$ cat config.mk
export PLATFORM = sky130hd
export DESIGN_NAME = eth_intr_ctrl
export DESIGN_NICKNAME = d
export VERILOG_FILES = /design/src/rtl/eth_intr_pkg.sv /design/src/rtl/eth_intr_coal.sv /design/src/rtl/eth_intr_ctrl.sv
export SDC_FILE = /design/constraint.sdc
export NUM_CORES = 1
export LEC_CHECK = 0
export BUFFER_PORTS_ARGS = -buffer_cell sky130_fd_sc_hd__buf_4
export CORE_MARGIN = 2
export CORE_UTILIZATION = 45
export DETAILED_ROUTE_END_ITERATION = 12
export PLACE_DENSITY_LB_ADDON = 0.3
export SYNTH_ARGS = -nofsm -noshare
export SYNTH_HDL_FRONTEND = slang
export SYNTH_SLANG_ARGS = --single-unit
$ cat constraint.sdc
create_clock -name wb_clk -period 2.61 [get_ports wb_clk]
set_input_delay 0.522 -clock wb_clk [delete_from_list [all_inputs] [get_ports wb_clk]]
set_output_delay 0.522 -clock wb_clk [all_outputs]
set_load 0.01 [all_outputs]
$ cat src/rtl/eth_intr_pkg.sv
// Shared definitions for the Ethernet MAC interrupt controller:
// register map, source bit order, coalescer FSM states and INT_COAL/INT_STAT fields.
package eth_intr_pkg;

    localparam logic [1:0] INT_SOURCE_ADR = 2'd0;
    localparam logic [1:0] INT_MASK_ADR   = 2'd1;
    localparam logic [1:0] INT_COAL_ADR   = 2'd2;
    localparam logic [1:0] INT_STAT_ADR   = 2'd3;

    localparam int SRC_TXB  = 0;
    localparam int SRC_TXE  = 1;
    localparam int SRC_RXB  = 2;
    localparam int SRC_RXE  = 3;
    localparam int SRC_BUSY = 4;
    localparam int SRC_TXC  = 5;
    localparam int SRC_RXC  = 6;

    localparam int COAL_CTH_LSB  = 0;
    localparam int COAL_TMO_LSB  = 8;
    localparam int STAT_INTR_BIT = 8;
    localparam int STAT_TRUN_BIT = 9;

    typedef enum logic [1:0] {
        ST_IDLE,
        ST_ACCUM,
        ST_ASSERT
    } intr_state_e;

    function automatic logic [31:0] sel_to_mask(input logic [3:0] sel);
        return {{8{sel[3]}}, {8{sel[2]}}, {8{sel[1]}}, {8{sel[0]}}};
    endfunction

endpackage

$ cat src/rtl/eth_intr_coal.sv
// Count/timeout interrupt coalescer: turns enabled-event and pending-enabled
// terms into the level interrupt request.
module eth_intr_coal
    import eth_intr_pkg::*;
#(
    parameter int CNT_W = 8,
    parameter int TMO_W = 16
) (
    input  logic             wb_clk,
    input  logic             wb_rst,
    input  logic             evt_en,
    input  logic             pend_en,
    input  logic [CNT_W-1:0] cth,
    input  logic [TMO_W-1:0] tmo,
    output logic             intr,
    output logic [CNT_W-1:0] count,
    output logic             tmr_run
);

    intr_state_e      state, state_nxt;
    logic [CNT_W-1:0] count_nxt, count_inc;
    logic [TMO_W-1:0] timer, timer_nxt;

    assign count_inc = (&count) ? count : count + CNT_W'(1);
    assign tmr_run   = (state == ST_ACCUM) && (timer != '0);

    always_comb begin
        state_nxt = state;
        count_nxt = count;
        timer_nxt = timer;
        unique case (state)
            ST_IDLE: begin
                if (evt_en) begin
                    if (cth <= CNT_W'(1)) begin
                        state_nxt = ST_ASSERT;
                    end else begin
                        state_nxt = ST_ACCUM;
                        count_nxt = CNT_W'(1);
                        timer_nxt = tmo;
                    end
                end else if (pend_en) begin
                    state_nxt = ST_ASSERT;
                end
            end
            ST_ACCUM: begin
                // timer == 1 here means it reaches 0 on this edge
                if (timer != '0) timer_nxt = timer - TMO_W'(1);
                if (evt_en) count_nxt = count_inc;
                if ((evt_en && (count_inc >= cth)) || (timer == TMO_W'(1))) begin
                    state_nxt = ST_ASSERT;
                end else if (!pend_en && !evt_en) begin
                    state_nxt = ST_IDLE;
                    count_nxt = '0;
                    timer_nxt = '0;
                end
            end
            ST_ASSERT: begin
                if (!pend_en) begin
                    state_nxt = ST_IDLE;
                    count_nxt = '0;
                    timer_nxt = '0;
                end
            end
            default: begin
                state_nxt = ST_IDLE;
                count_nxt = '0;
                timer_nxt = '0;
            end
        endcase
    end

    // Rises with the ASSERT entry edge, falls one cycle after ASSERT is left.
    always_ff @(posedge wb_clk) begin
        if (!wb_rst) begin
            state <= ST_IDLE;
            count <= '0;
            timer <= '0;
            intr  <= 1'b0;
        end else begin
            state <= state_nxt;
            count <= count_nxt;
            timer <= timer_nxt;
            intr  <= (state == ST_ASSERT) || (state_nxt == ST_ASSERT);
        end
    end

endmodule

$ cat src/rtl/eth_intr_ctrl.sv
// Ethernet MAC interrupt controller: sticky source register, mask, coalescing
// config and status behind a single-cycle-ack Wishbone slave.
module eth_intr_ctrl
    import eth_intr_pkg::*;
#(
    parameter int NUM_SRC = 7,
    parameter int CNT_W   = 8,
    parameter int TMO_W   = 16
) (
    input  logic               wb_clk,
    input  logic               wb_rst,
    input  logic [NUM_SRC-1:0] evt_i,
    input  logic [1:0]         wb_adr_i,
    input  logic [31:0]        wb_dat_i,
    input  logic [3:0]         wb_sel_i,
    input  logic               wb_we_i,
    input  logic               wb_stb_i,
    input  logic               wb_cyc_i,
    output logic [31:0]        wb_dat_o,
    output logic               wb_ack_o,
    output logic               wb_intr
);

    logic [NUM_SRC-1:0] int_src, int_mask, src_clr, dat_src, wm_src;
    logic [CNT_W-1:0]   cth_q, count;
    logic [TMO_W-1:0]   tmo_q;
    logic [31:0]        wmask, coal_rd, coal_wr, stat_rd, rd_mux;
    logic               bus_hit, wr, tmr_run;
    logic               unused_dat;

    assign bus_hit    = wb_stb_i & wb_cyc_i & ~wb_ack_o;
    assign wr         = bus_hit & wb_we_i;
    assign wmask      = sel_to_mask(wb_sel_i);
    assign dat_src    = wb_dat_i[NUM_SRC-1:0];
    assign wm_src     = wmask[NUM_SRC-1:0];
    assign src_clr    = (wr && wb_adr_i == INT_SOURCE_ADR) ? (dat_src & wm_src) : '0;
    assign coal_wr    = (coal_rd & ~wmask) | (wb_dat_i & wmask);
    assign unused_dat = ^{wb_dat_i, coal_wr};

    always_comb begin
        coal_rd = '0;
        coal_rd[COAL_CTH_LSB +: CNT_W] = cth_q;
        coal_rd[COAL_TMO_LSB +: TMO_W] = tmo_q;
        stat_rd = '0;
        stat_rd[7:0]          = 8'(count);
        stat_rd[STAT_INTR_BIT] = wb_intr;
        stat_rd[STAT_TRUN_BIT] = tmr_run;
        rd_mux = '0;
        unique case (wb_adr_i)
            INT_SOURCE_ADR: rd_mux[NUM_SRC-1:0] = int_src;
            INT_MASK_ADR:   rd_mux[NUM_SRC-1:0] = int_mask;
            INT_COAL_ADR:   rd_mux = coal_rd;
            default:        rd_mux = stat_rd;
        endcase
    end

    // A new event overrides a W1C to the same bit on the same edge.
    always_ff @(posedge wb_clk) begin
        if (!wb_rst) begin
            int_src  <= '0;
            int_mask <= '0;
            cth_q    <= '0;
            tmo_q    <= '0;
            wb_ack_o <= 1'b0;
            wb_dat_o <= '0;
        end else begin
            int_src  <= (int_src & ~src_clr) | evt_i;
            wb_ack_o <= bus_hit;
            wb_dat_o <= bus_hit ? rd_mux : '0;
            if (wr && wb_adr_i == INT_MASK_ADR)
                int_mask <= (int_mask & ~wm_src) | (dat_src & wm_src);
            if (wr && wb_adr_i == INT_COAL_ADR) begin
                cth_q <= coal_wr[COAL_CTH_LSB +: CNT_W];
                tmo_q <= coal_wr[COAL_TMO_LSB +: TMO_W];
            end
        end
    end

    eth_intr_coal #(.CNT_W(CNT_W), .TMO_W(TMO_W)) u_coal (
        .wb_clk  (wb_clk),
        .wb_rst  (wb_rst),
        .evt_en  (|(evt_i & int_mask)),
        .pend_en (|(int_src & int_mask)),
        .cth     (cth_q),
        .tmo     (tmo_q),
        .intr    (wb_intr),
        .count   (count),
        .tmr_run (tmr_run)
    );

endmodule

==> results_dict.tcl, run 1 <==
set metrics [dict create \
    status "finished clean" \
    crit_buf_inv 0 \
    grt_max_degree 41 \
    min_to "int_src[3]$_SDFF_PN0_" \
    synth_area_mm2 0.00443 \
    crit_required_ns 2.85 \
    stdcell_count 729 \
    ys_warn_count 0 \
    crit_top_cell "a21oi_1" \
    hold_buffers 0 \
    clock_sinks 90 \
    cts_buffers 9 \
    synth_edf_count 0 \
    core_mm2 0.00968 \
    dp_hpwl_um 8730 \
    hp-class "in -> reg" \
    cpPeakStageDelay_ns 0.37 \
    seq_area_frac_synth 0.406 \
    grt_pass1_wl_um 19500 \
    synthToLayoutAreaGrowth_pct 20.4 \
    portBuffers 66 \
    synth.area.top_cells "dfxtp_1, a21oi_1, nand2_1, nand3_1, nor2_1" \
    drive_gt1_frac 0.216 \
    critPathSlowestCell "dfxtp_2" \
    critPathCaptureType "flip-flop" \
    wirelength_um 11800 \
    grt_pass1_vias 3842 \
    clockRootBuffer "clkbuf_8" \
    fin_crit_sh 0.939 \
    post-synth-top-count-cell "dfxtp_1" \
    leakage_nw 2.16 \
    clk_pin_slew_ns 0.09 \
    finClkSkew_ns 0.00961 \
    vdd_ir_drop_max_mv 0.354 \
    synthFlopType "dfxtp_1" \
    setup_violations 0 \
    cts_tree "yes" \
    postSynth.asyncResetShare 0 \
    drt_iter0_drc 402 \
    power_mw 2.62 \
    yosysTopAreaCell "dfxtp_1" \
    place_inst 713 \
    drtPass1Iterations 5 \
    htreeDepth 3 \
    grt_usage 0.234 \
    power.density_mw_per_mm2 490 \
    drv_cap 0 \
    via_count 4149 \
    grt-ovfl-total 0 \
    reg2reg_setup_slack_ns 0.16 \
    finalWeightedCongestion 1.01 \
    io_pins 84 \
    drtAntennaViolNets 0 \
    tightest_slew_ns 0.843 \
    antenna_found_initial 0 \
    die_h_um 103 \
    wl_per_cell_um 16.2 \
    hold_viol 0 \
    antenna_cells 0 \
    min_from "evt_i[3]" \
    ys_ff_latch 90 \
    die_area_mm2 0.0107 \
    initial_core_util 0.458 \
    critical_path.startpoint_type "flip-flop" \
    path_max_fanout 5 \
    critical_path_arrival_ns 2.69 \
    final_nets 652 \
    die_x_um 103 \
    drc_errors 0 \
    worstHoldPathCells 3 \
    path_cells "ha_2 -> nand4_1 -> or2_4 -> nand3_1 -> o21a_1 -> ha_1 -> a211oi_1 -> o21ai_0 -> a21oi_1 -> o21ai_2 -> a21oi_1 -> nor3_1" \
    r2r-start "u_coal.count[0]$_SDFFE_PN0P_" \
    nFillCells 922 \
    reg2reg_depth 12 \
    postSynthAreaPerCell_um2 8.49 \
    tns_ns 0 \
    slew_headroom 0.436 \
    synthCells 522 \
    row_count 36 \
    finalCriticalPeriod_ns 2.45 \
    drt-vias-per-instance 5.69 \
    fmax_mhz 408 \
    timing.rr.end "u_coal.intr$_SDFF_PN0_" \
    report.final.slew_viol_count 0 \
    yosysUniqueCellTypes 59 \
    clockBufferDepth 2 \
    clkLatencyLatePin_ns 0.37 \
    cp_top_family "compound AO/OA/AOI/OAI gates" \
    critPathKind "reg -> reg" \
    yosys.area.top_type_share 0.406 \
    synthTopCellsByCount "dfxtp_1, nand2_1, a21oi_1" \
]
layout make-up:
class | instances | area (µm²) | share of cell area
clock buffer | 10 | 128 | 0.0239
clock inverter | 6 | 90.1 | 0.0169
inverter | 15 | 56.3 | 0.0105
multi-input combinational | 389 | 2450 | 0.459
sequential | 90 | 1800 | 0.338
tap | 133 | 166 | 0.0312
timing repair buffer | 86 | 646 | 0.121
tightest hold or removal path, delay by kind of cell:
family / cells / cell delay (ns)
AOI/OAI and AO/OA: 1 / 0.03
buffers and inverters: 1 / 0.09
and+or+nand+nor: 1 / 0.07
worst max path at each step:
stage,startpoint,endpoint,slack (ns),cells past startpoint
6_report,u_coal.count[0]$_SDFFE_PN0P_,u_coal.intr$_SDFF_PN0_,0.16,12
5_1_grt,u_coal.count[0]$_SDFFE_PN0P_,u_coal.intr$_SDFF_PN0_,-0.001,12
4_1_cts,u_coal.count[1]$_SDFFE_PN0P_,u_coal.intr$_SDFF_PN0_,0.03,12
3_5_place_dp,u_coal.count[0]$_SDFFE_PN0P_,u_coal.intr$_SDFF_PN0_,-0.04,12
3_3_place_gp,u_coal.count[0]$_SDFFE_PN0P_,u_coal.intr$_SDFF_PN0_,0.02,12
2_1_floorplan,u_coal.count[0]$_SDFFE_PN0P_,u_coal.intr$_SDFF_PN0_,0.13,13
cell families (layout without fill, tap and decap cells):
kind of cell,count (synthesis),count (layout),share of synthesized area
flip-flops,90,90,0.406
buffers and inverters,50,117,0.0514
AND/OR/NAND/NOR,222,222,0.255
adder cells (fa/ha/maj),11,11,0.0310
other,1,8,0.000846
AO/OA/AOI/OAI,128,128,0.191
XOR/XNOR,2,2,0.00395
multiplexers,18,18,0.0604
where the power goes:
part | total (mW) | leakage, nW | switching [mW] | internal (mW)
logic | 0.170 | 1.32 | 0.0927 | 0.0775
clock network | 1.05 | 0.107 | 0.504 | 0.543
registers | 1.40 | 0.728 | 0.0147 | 1.39
total | 2.62 | 2.16 | 0.611 | 2.01
timing repair:
| item | CTS | global route |
|---|---|---|
| pin swaps | 0 | 2 |
| setup endpoints to repair | 3 | 3 |
| buffers inserted | 0 | 0 |
| resized for setup | 3 | 5 |
layout by cell type (no fill, tap or decap), drive strengths merged, types with 12 or more instances in the layout:
master  count
dfxtp      90
and2       16
inv        16
nor2       44
nand3      37
nor3       14
and3       12
nand2      65
o21ai      23
a21oi      50
buf        86
stage by stage:
step / cell area (µm²) / util / setup WS (ns) / hold WS [ns]
final: 5340 / 0.551 / 0.159 / 0.369
after global routing: 5340 / 0.551 / -0.00102 / 0.369
after CTS: 5320 / 0.550 / 0.0342 / 0.363
after detailed placement: 5100 / 0.527 / -0.0427 / 0.460
after global placement: 5100 / 0.527 / 0.0162 / 0.456
after floorplan: 4460 / - / 0.130 / 0.440
per-layer routing:
layer	vias to the layer above	global-route usage	share of wire
met1	1921	0.358	0.47
met2	195	0.333	0.44
met3	20	0.0470	0.078
met4	0	0.0638	0.016
met5	-	0	0
li1	2013	-	-
Power figures use the tool's default switching activity.
==> run 2, diff against run 1 <==
--- a/config.mk
+++ b/config.mk
@@ -6,8 +6,10 @@
 export NUM_CORES = 1
 export LEC_CHECK = 0
 export BUFFER_PORTS_ARGS = -buffer_cell sky130_fd_sc_hd__buf_4
+export CELL_PAD_IN_SITES_DETAIL_PLACEMENT = 0
+export CELL_PAD_IN_SITES_GLOBAL_PLACEMENT = 1
 export CORE_MARGIN = 2
-export CORE_UTILIZATION = 45
+export CORE_UTILIZATION = 37
 export DETAILED_ROUTE_END_ITERATION = 12
 export PLACE_DENSITY_LB_ADDON = 0.3
 export SYNTH_ARGS = -nofsm -noshare
==> run 2 against run 1 <==
Combinational power hardly changed. Critical path depth stayed put. Critical endpoint unchanged. Sequential share of layout area is 0.89 points lower. Fmax is 2.2% higher. Highest routed layer unchanged. Final cell count is 2.1% higher. Core utilization is 7.7 points lower. Clock skew hardly changed. Global-route usage is 3.9 points lower. Largest power group unchanged. Register-to-register slack better by 0.05 ns. Design area is 2.6% higher. Clock power is 30% higher.
==> results_dict.tcl, run 2 (synthesis gave the netlist of run 1 again) <==
set metrics [dict create \
    cts_setup_buffers 0 \
    min_to "int_src[3]$_SDFF_PN0_" \
    critical_path_arrival_ns 2.60 \
    fin_area_mm2 0.00548 \
    grt_pass1_vias 3864 \
    clockRootBuffer "clkbuf_16" \
    place_inst 728 \
    critical_path.startpoint_type "flip-flop" \
    finalCriticalPeriod_ns 2.40 \
    hold_slack_ns 0.396 \
    post_dp_cell_area_mm2 0.00515 \
    synthToLayoutAreaGrowth_pct 23.6 \
    clock_sinks 90 \
    stdcell_count 744 \
    clkLatencyLatePin_ns 0.34 \
    crit_buf_inv 0 \
    report.final.slew_viol_count 0 \
    path_cells "ha_2 -> nand4_1 -> or2_4 -> nand3_1 -> o21a_1 -> ha_1 -> a211oi_1 -> o21ai_1 -> a21oi_2 -> o21ai_2 -> a21oi_1 -> nor3_1" \
    row_count 39 \
    io_pins 84 \
    drtAntennaViolNets 0 \
    finClkSkew_ns 0.00996 \
    dp_hpwl_um 9290 \
    path_depth 12 \
    cpPeakStageDelay_ns 0.36 \
    via_count 4092 \
    hold_viol 0 \
    path_max_fanout 5 \
    min_from "evt_i[3]" \
    tightest_slew_ns 0.851 \
    critPathCaptureType "flip-flop" \
    die_area_mm2 0.0129 \
    grt_pass1_wl_um 19900 \
    grt_max_degree 46 \
    status "finished clean" \
    reg2reg_depth 12 \
    final_cell_mix "buf_4, dfxtp_1, nand2_1" \
    die_x_um 113 \
    antenna_found_initial 0 \
    portBuffers 66 \
    grt_usage 0.194 \
    cts_tree "yes" \
    drt-vias-per-instance 5.50 \
    worstHoldPathCells 3 \
    cts_buffers 9 \
    clockBufferDepth 2 \
    final_nets 657 \
    power.density_mw_per_mm2 535 \
    hold_buffers 0 \
    clk_pin_slew_ns 0.07 \
    core_mm2 0.0116 \
    drc_errors 0 \
    hp-class "in -> reg" \
    drive_gt1_frac 0.223 \
    drv_cap 0 \
    fmax_mhz 417 \
    htreeDepth 3 \
    slew_headroom 0.431 \
    nFillCells 1142 \
    critPathKind "reg -> reg" \
    fin_crit_sh 0.919 \
    cp_top_family "compound AO/OA/AOI/OAI gates" \
    die_h_um 113 \
    antenna_cells 0 \
    wirelength_um 12300 \
    initial_core_util 0.383 \
    vdd_ir_drop_max_mv 0.403 \
    rsz0062_at_grt "no" \
    timing.rr.end "u_coal.intr$_SDFF_PN0_" \
    drt_iter0_drc 303 \
    leakage_nw 2.22 \
    crit_required_ns 2.81 \
    final_common_cell "buf_4" \
    grt-ovfl-total 0 \
    pre_cts_ws_ns -0.0110 \
    setup_violations 0 \
    drtPass1Iterations 5 \
    finalWorstSetupSlack_ns 0.212 \
    critPathSlowestCell "dfxtp_1" \
    r2r-start "u_coal.count[1]$_SDFFE_PN0P_" \
    wl_per_cell_um 16.5 \
    reg2reg_setup_slack_ns 0.21 \
    finalWeightedCongestion 0.915 \
]
run 2: where the power goes:
part	internal [mW]	switching, mW	total, mW
clock	0.783	0.578	1.36
combinational	0.0789	0.0927	0.172
sequential	1.39	0.0147	1.40
total	2.25	0.685	2.93
run 2: area by class of cell:
class	count	area (µm²)	share of cell area
Multi-Input combinational cell	389	2450	0.447
Timing Repair Buffer	91	683	0.125
Inverter	15	56.3	0.0103
Clock inverter	6	72.6	0.0132
Tap cell	143	179	0.0326
Clock buffer	10	239	0.0436
Sequential cell	90	1800	0.329
run 2: worst reg2reg max path, stage by stage (launching register included):
cell      delay (ns)
dfxtp_1         0.36
ha_2            0.21
nand4_1         0.12
or2_4           0.30
nand3_1         0.09
o21a_1          0.15
ha_1            0.25
a211oi_1        0.20
o21ai_1         0.11
a21oi_2         0.17
o21ai_2         0.09
a21oi_1         0.16
nor3_1          0.07
run 2: through the flow:
stage | util | setup TNS [ns] | power (mW)
floorplan | - | 0 | 1.53
global placement | 0.445 | 0 | 1.60
detailed placement | 0.445 | -0.0110 | 1.60
CTS | 0.472 | 0 | 2.96
global route | 0.474 | 0 | 3.03
finish | 0.474 | 0 | 2.93
run 2: per-layer routing:
metal	wire length (µm)	global-route usage
met1	6190	0.286
met2	5240	0.286
met3	597	0.0255
met4	243	0.0829
met5	0	0
run 2: how the worst max path moves through the flow:
stage / start / slack (ns) / endpoint
2_1_floorplan: u_coal.count[0]$_SDFFE_PN0P_ / 0.13 / u_coal.intr$_SDFF_PN0_
3_3_place_gp: u_coal.count[0]$_SDFFE_PN0P_ / 0.02 / u_coal.intr$_SDFF_PN0_
3_5_place_dp: u_coal.count[0]$_SDFFE_PN0P_ / -0.01 / u_coal.intr$_SDFF_PN0_
4_1_cts: u_coal.count[0]$_SDFFE_PN0P_ / 0.02 / u_coal.intr$_SDFF_PN0_
5_1_grt: u_coal.count[1]$_SDFFE_PN0P_ / 0.01 / u_coal.intr$_SDFF_PN0_
6_report: u_coal.count[1]$_SDFFE_PN0P_ / 0.21 / u_coal.intr$_SDFF_PN0_
run 2: timing repair:
item	in CTS	in global routing
pin swaps	0	1
setup endpoints to repair	2	3
gates resized for setup	1	7
hold endpoints to repair	0	0
cloned	0	0
==> run 3, diff against run 2 <==
--- a/config.mk
+++ b/config.mk
@@ -5,11 +5,12 @@
 export SDC_FILE = /design/constraint.sdc
 export NUM_CORES = 1
 export LEC_CHECK = 0
+export ABC_AREA = 1
 export BUFFER_PORTS_ARGS = -buffer_cell sky130_fd_sc_hd__buf_4
 export CELL_PAD_IN_SITES_DETAIL_PLACEMENT = 0
 export CELL_PAD_IN_SITES_GLOBAL_PLACEMENT = 1
 export CORE_MARGIN = 2
-export CORE_UTILIZATION = 37
+export CORE_UTILIZATION = 36
 export DETAILED_ROUTE_END_ITERATION = 12
 export PLACE_DENSITY_LB_ADDON = 0.3
 export SYNTH_ARGS = -nofsm -noshare
==> run 3 against run 2 <==
Global-route usage grew 0.78 points. Largest power group unchanged. Register-to-register slack lost 0.02 ns. Sequential share of layout area shrank 0.73 points. Worst hold slack gained 0.025 ns. Synthesized cell count grew 28%. Setup slack lost 0.022 ns. Non-clock buffer count shrank 17. Power grew 8.9%. Clock skew grew 0.0033 ns. Largest cell class unchanged. Critical path depth grew 9.
==> results_dict.tcl, run 3 <==
set metrics [dict create \
    status "finished clean" \
    synth_edf_count 0 \
    finalWorstSetupSlack_ns 0.189 \
    drive_gt1_frac 0.172 \
    ys_ff_latch 90 \
    grt_usage 0.202 \
    path_cells "ha_4 -> nand2_4 -> nor2_4 -> nand2_2 -> nor2_4 -> nand3_4 -> nand2_2 -> o21ai_2 -> ha_1 -> inv_1 -> nor2_1 -> o21ai_1 -> nand3_1 -> nand2_1 -> nand2_1 -> nand2_1 -> nand2_1 -> nand2_1 -> nand2_1 -> nand2_1 -> nand2_1" \
    core_mm2 0.0125 \
    path_max_fanout 7 \
    postSynthAreaPerCell_um2 6.89 \
    place_inst 893 \
    synthCells 667 \
    clk_pin_slew_ns 0.07 \
    row_count 41 \
    power.density_mw_per_mm2 569 \
    crit_top_cell "nand2_1" \
    post-synth-top-count-cell "nand2_1" \
    tightest_slew_ns 0.935 \
    fin_crit_sh 0.927 \
    worstHoldPathCells 3 \
    report.final.slew_viol_count 0 \
    synth.area.top_cells "dfxtp_1, nand2_1, a21oi_1, inv_1, nor2_1" \
    rsz0062_at_grt "yes" \
    die_h_um 117 \
    io_pins 84 \
    critical_path_arrival_ns 2.66 \
    drt-vias-per-instance 4.81 \
    leakage_nw 2.55 \
    grt_max_degree 47 \
    finalCriticalPeriod_ns 2.42 \
    htreeDepth 3 \
    cts_buffers 9 \
    critPathCaptureType "flip-flop" \
    reg2reg_depth 21 \
    vdd_ir_drop_max_mv 0.320 \
    fin_area_mm2 0.00562 \
    drtAntennaViolNets 0 \
    drt_iter0_drc 180 \
    dp_hpwl_um 9510 \
    grt-ovfl-total 0 \
    final_nets 795 \
    antenna_cells 0 \
    antenna_found_initial 0 \
    via_count 4386 \
    clkLatencyLatePin_ns 0.35 \
    grt_pass1_vias 4354 \
    crit_required_ns 2.85 \
    fmax_mhz 413 \
    tns_ns 0 \
    post_dp_cell_area_mm2 0.00523 \
    critPathSlowestCell "dfxtp_4" \
    nFillCells 1325 \
    grt_pass1_wl_um 21000 \
    hp-class "in -> reg" \
    clock_sinks 90 \
    postSynth.asyncResetShare 0 \
    initial_core_util 0.367 \
    synth_area_mm2 0.00459 \
    yosys.area.top_type_share 0.392 \
    finalCoreUtilization 0.449 \
    clockBufferDepth 2 \
    drv_cap 0 \
    finClkSkew_ns 0.0133 \
    portBuffers 66 \
    synthToLayoutAreaGrowth_pct 22.3 \
    synthTopCellsByCount "nand2_1, dfxtp_1, inv_1, nor2_1, a21oi_1" \
    ff_latch_area_mm2 0.00181 \
    critPathKind "reg -> reg" \
    stdcell_count 911 \
    slew_headroom 0.376 \
    final_common_cell "nand2_1" \
    final_cell_mix "nand2_1, dfxtp_1, inv_1" \
    hold_viol 0 \
    clockRootBuffer "clkbuf_16" \
    die_area_mm2 0.0137 \
    cts_tree "yes" \
    setup_violations 0 \
    critical_path.startpoint_type "flip-flop" \
    synthFlopType "dfxtp_1" \
    hold_slack_ns 0.422 \
    drc_errors 0 \
    die_x_um 117 \
    pre_cts_ws_ns 0.0838 \
    wirelength_um 13100 \
    multi_input_area_mm2 0.00237 \
    ys_warn_count 0 \
    yosysTopAreaCell "dfxtp_1" \
    power_mw 3.19 \
    seq_area_frac_synth 0.392 \
    finalWeightedCongestion 0.864 \
    hold_buffers 0 \
    yosysUniqueCellTypes 40 \
    drtPass1Iterations 4 \
    cpPeakStageDelay_ns 0.38 \
    wl_per_cell_um 14.4 \
]
## run 3: cell count changes in the layout (fill, tap and decap cells not counted), sizes merged, moves of 15 or more
cell   delta
buf      -17
o21ai    +44
nand3    -17
and2     -15
nand2    +88
a21oi    +20
nor2     +52
inv      +72
## run 3: final timing paths
check | end | slack [ns] | start
min | flip-flop | 0.42 | wb_dat_i[4]
max | u_coal.intr$_SDFF_PN0_ | 0.19 | u_coal.count[1]$_SDFFE_PN0P_
min reg2reg | wb_dat_o[22]$_SDFF_PN0_ | 0.47 | flip-flop
max reg2reg | u_coal.intr$_SDFF_PN0_ | 0.19 | u_coal.count[1]$_SDFFE_PN0P_
## run 3: power by group
group | switching [mW] | internal, mW
sequential | 0.0221 | 1.40
clock | 0.547 | 0.823
combinational | 0.262 | 0.144
total | 0.831 | 2.36
## run 3: cell families after synthesis
kind of cell,Yosys count,synth area share
compound gates,148,0.167
xor+xnor,2,0.00381
fa+ha+maj,11,0.0300
buf+inv,117,0.108
flops,90,0.392
other cells,1,0.000816
simple gates,298,0.298
## run 3: per-layer routing
layer	global-route usage	vias up	share of wire
met5	0	-	0
met4	0.115	0	0.023
met3	0.0350	22	0.038
met2	0.347	97	0.49
met1	0.239	2010	0.45
li1	-	2257	-
## run 3: cell type report
cell class | instances | share of cell area
multi-input cells | 467 | 0.422
flip-flops and latches | 90 | 0.322
repair buffers | 74 | 0.0989
inverters | 92 | 0.0628
clock buffers | 13 | 0.0481
well taps | 172 | 0.0383
clock inverters | 3 | 0.00824
## run 3: what timing repair did
action	CTS	global route
setup endpoints to repair	0	3
setup buffers	0	2
gates resized for setup	0	15
## run 3: worst max-delay path: cells and delay by family, from the launching register on
| family | cells | cell delay [ns] |
|---|---|---|
| buffers and inverters | 1 | 0.07 |
| adder cells (fa/ha/maj) | 2 | 0.47 |
| AO/OA/AOI/OAI | 2 | 0.18 |
| flip-flops | 1 | 0.38 |
| AND/OR/NAND/NOR | 16 | 1.21 |
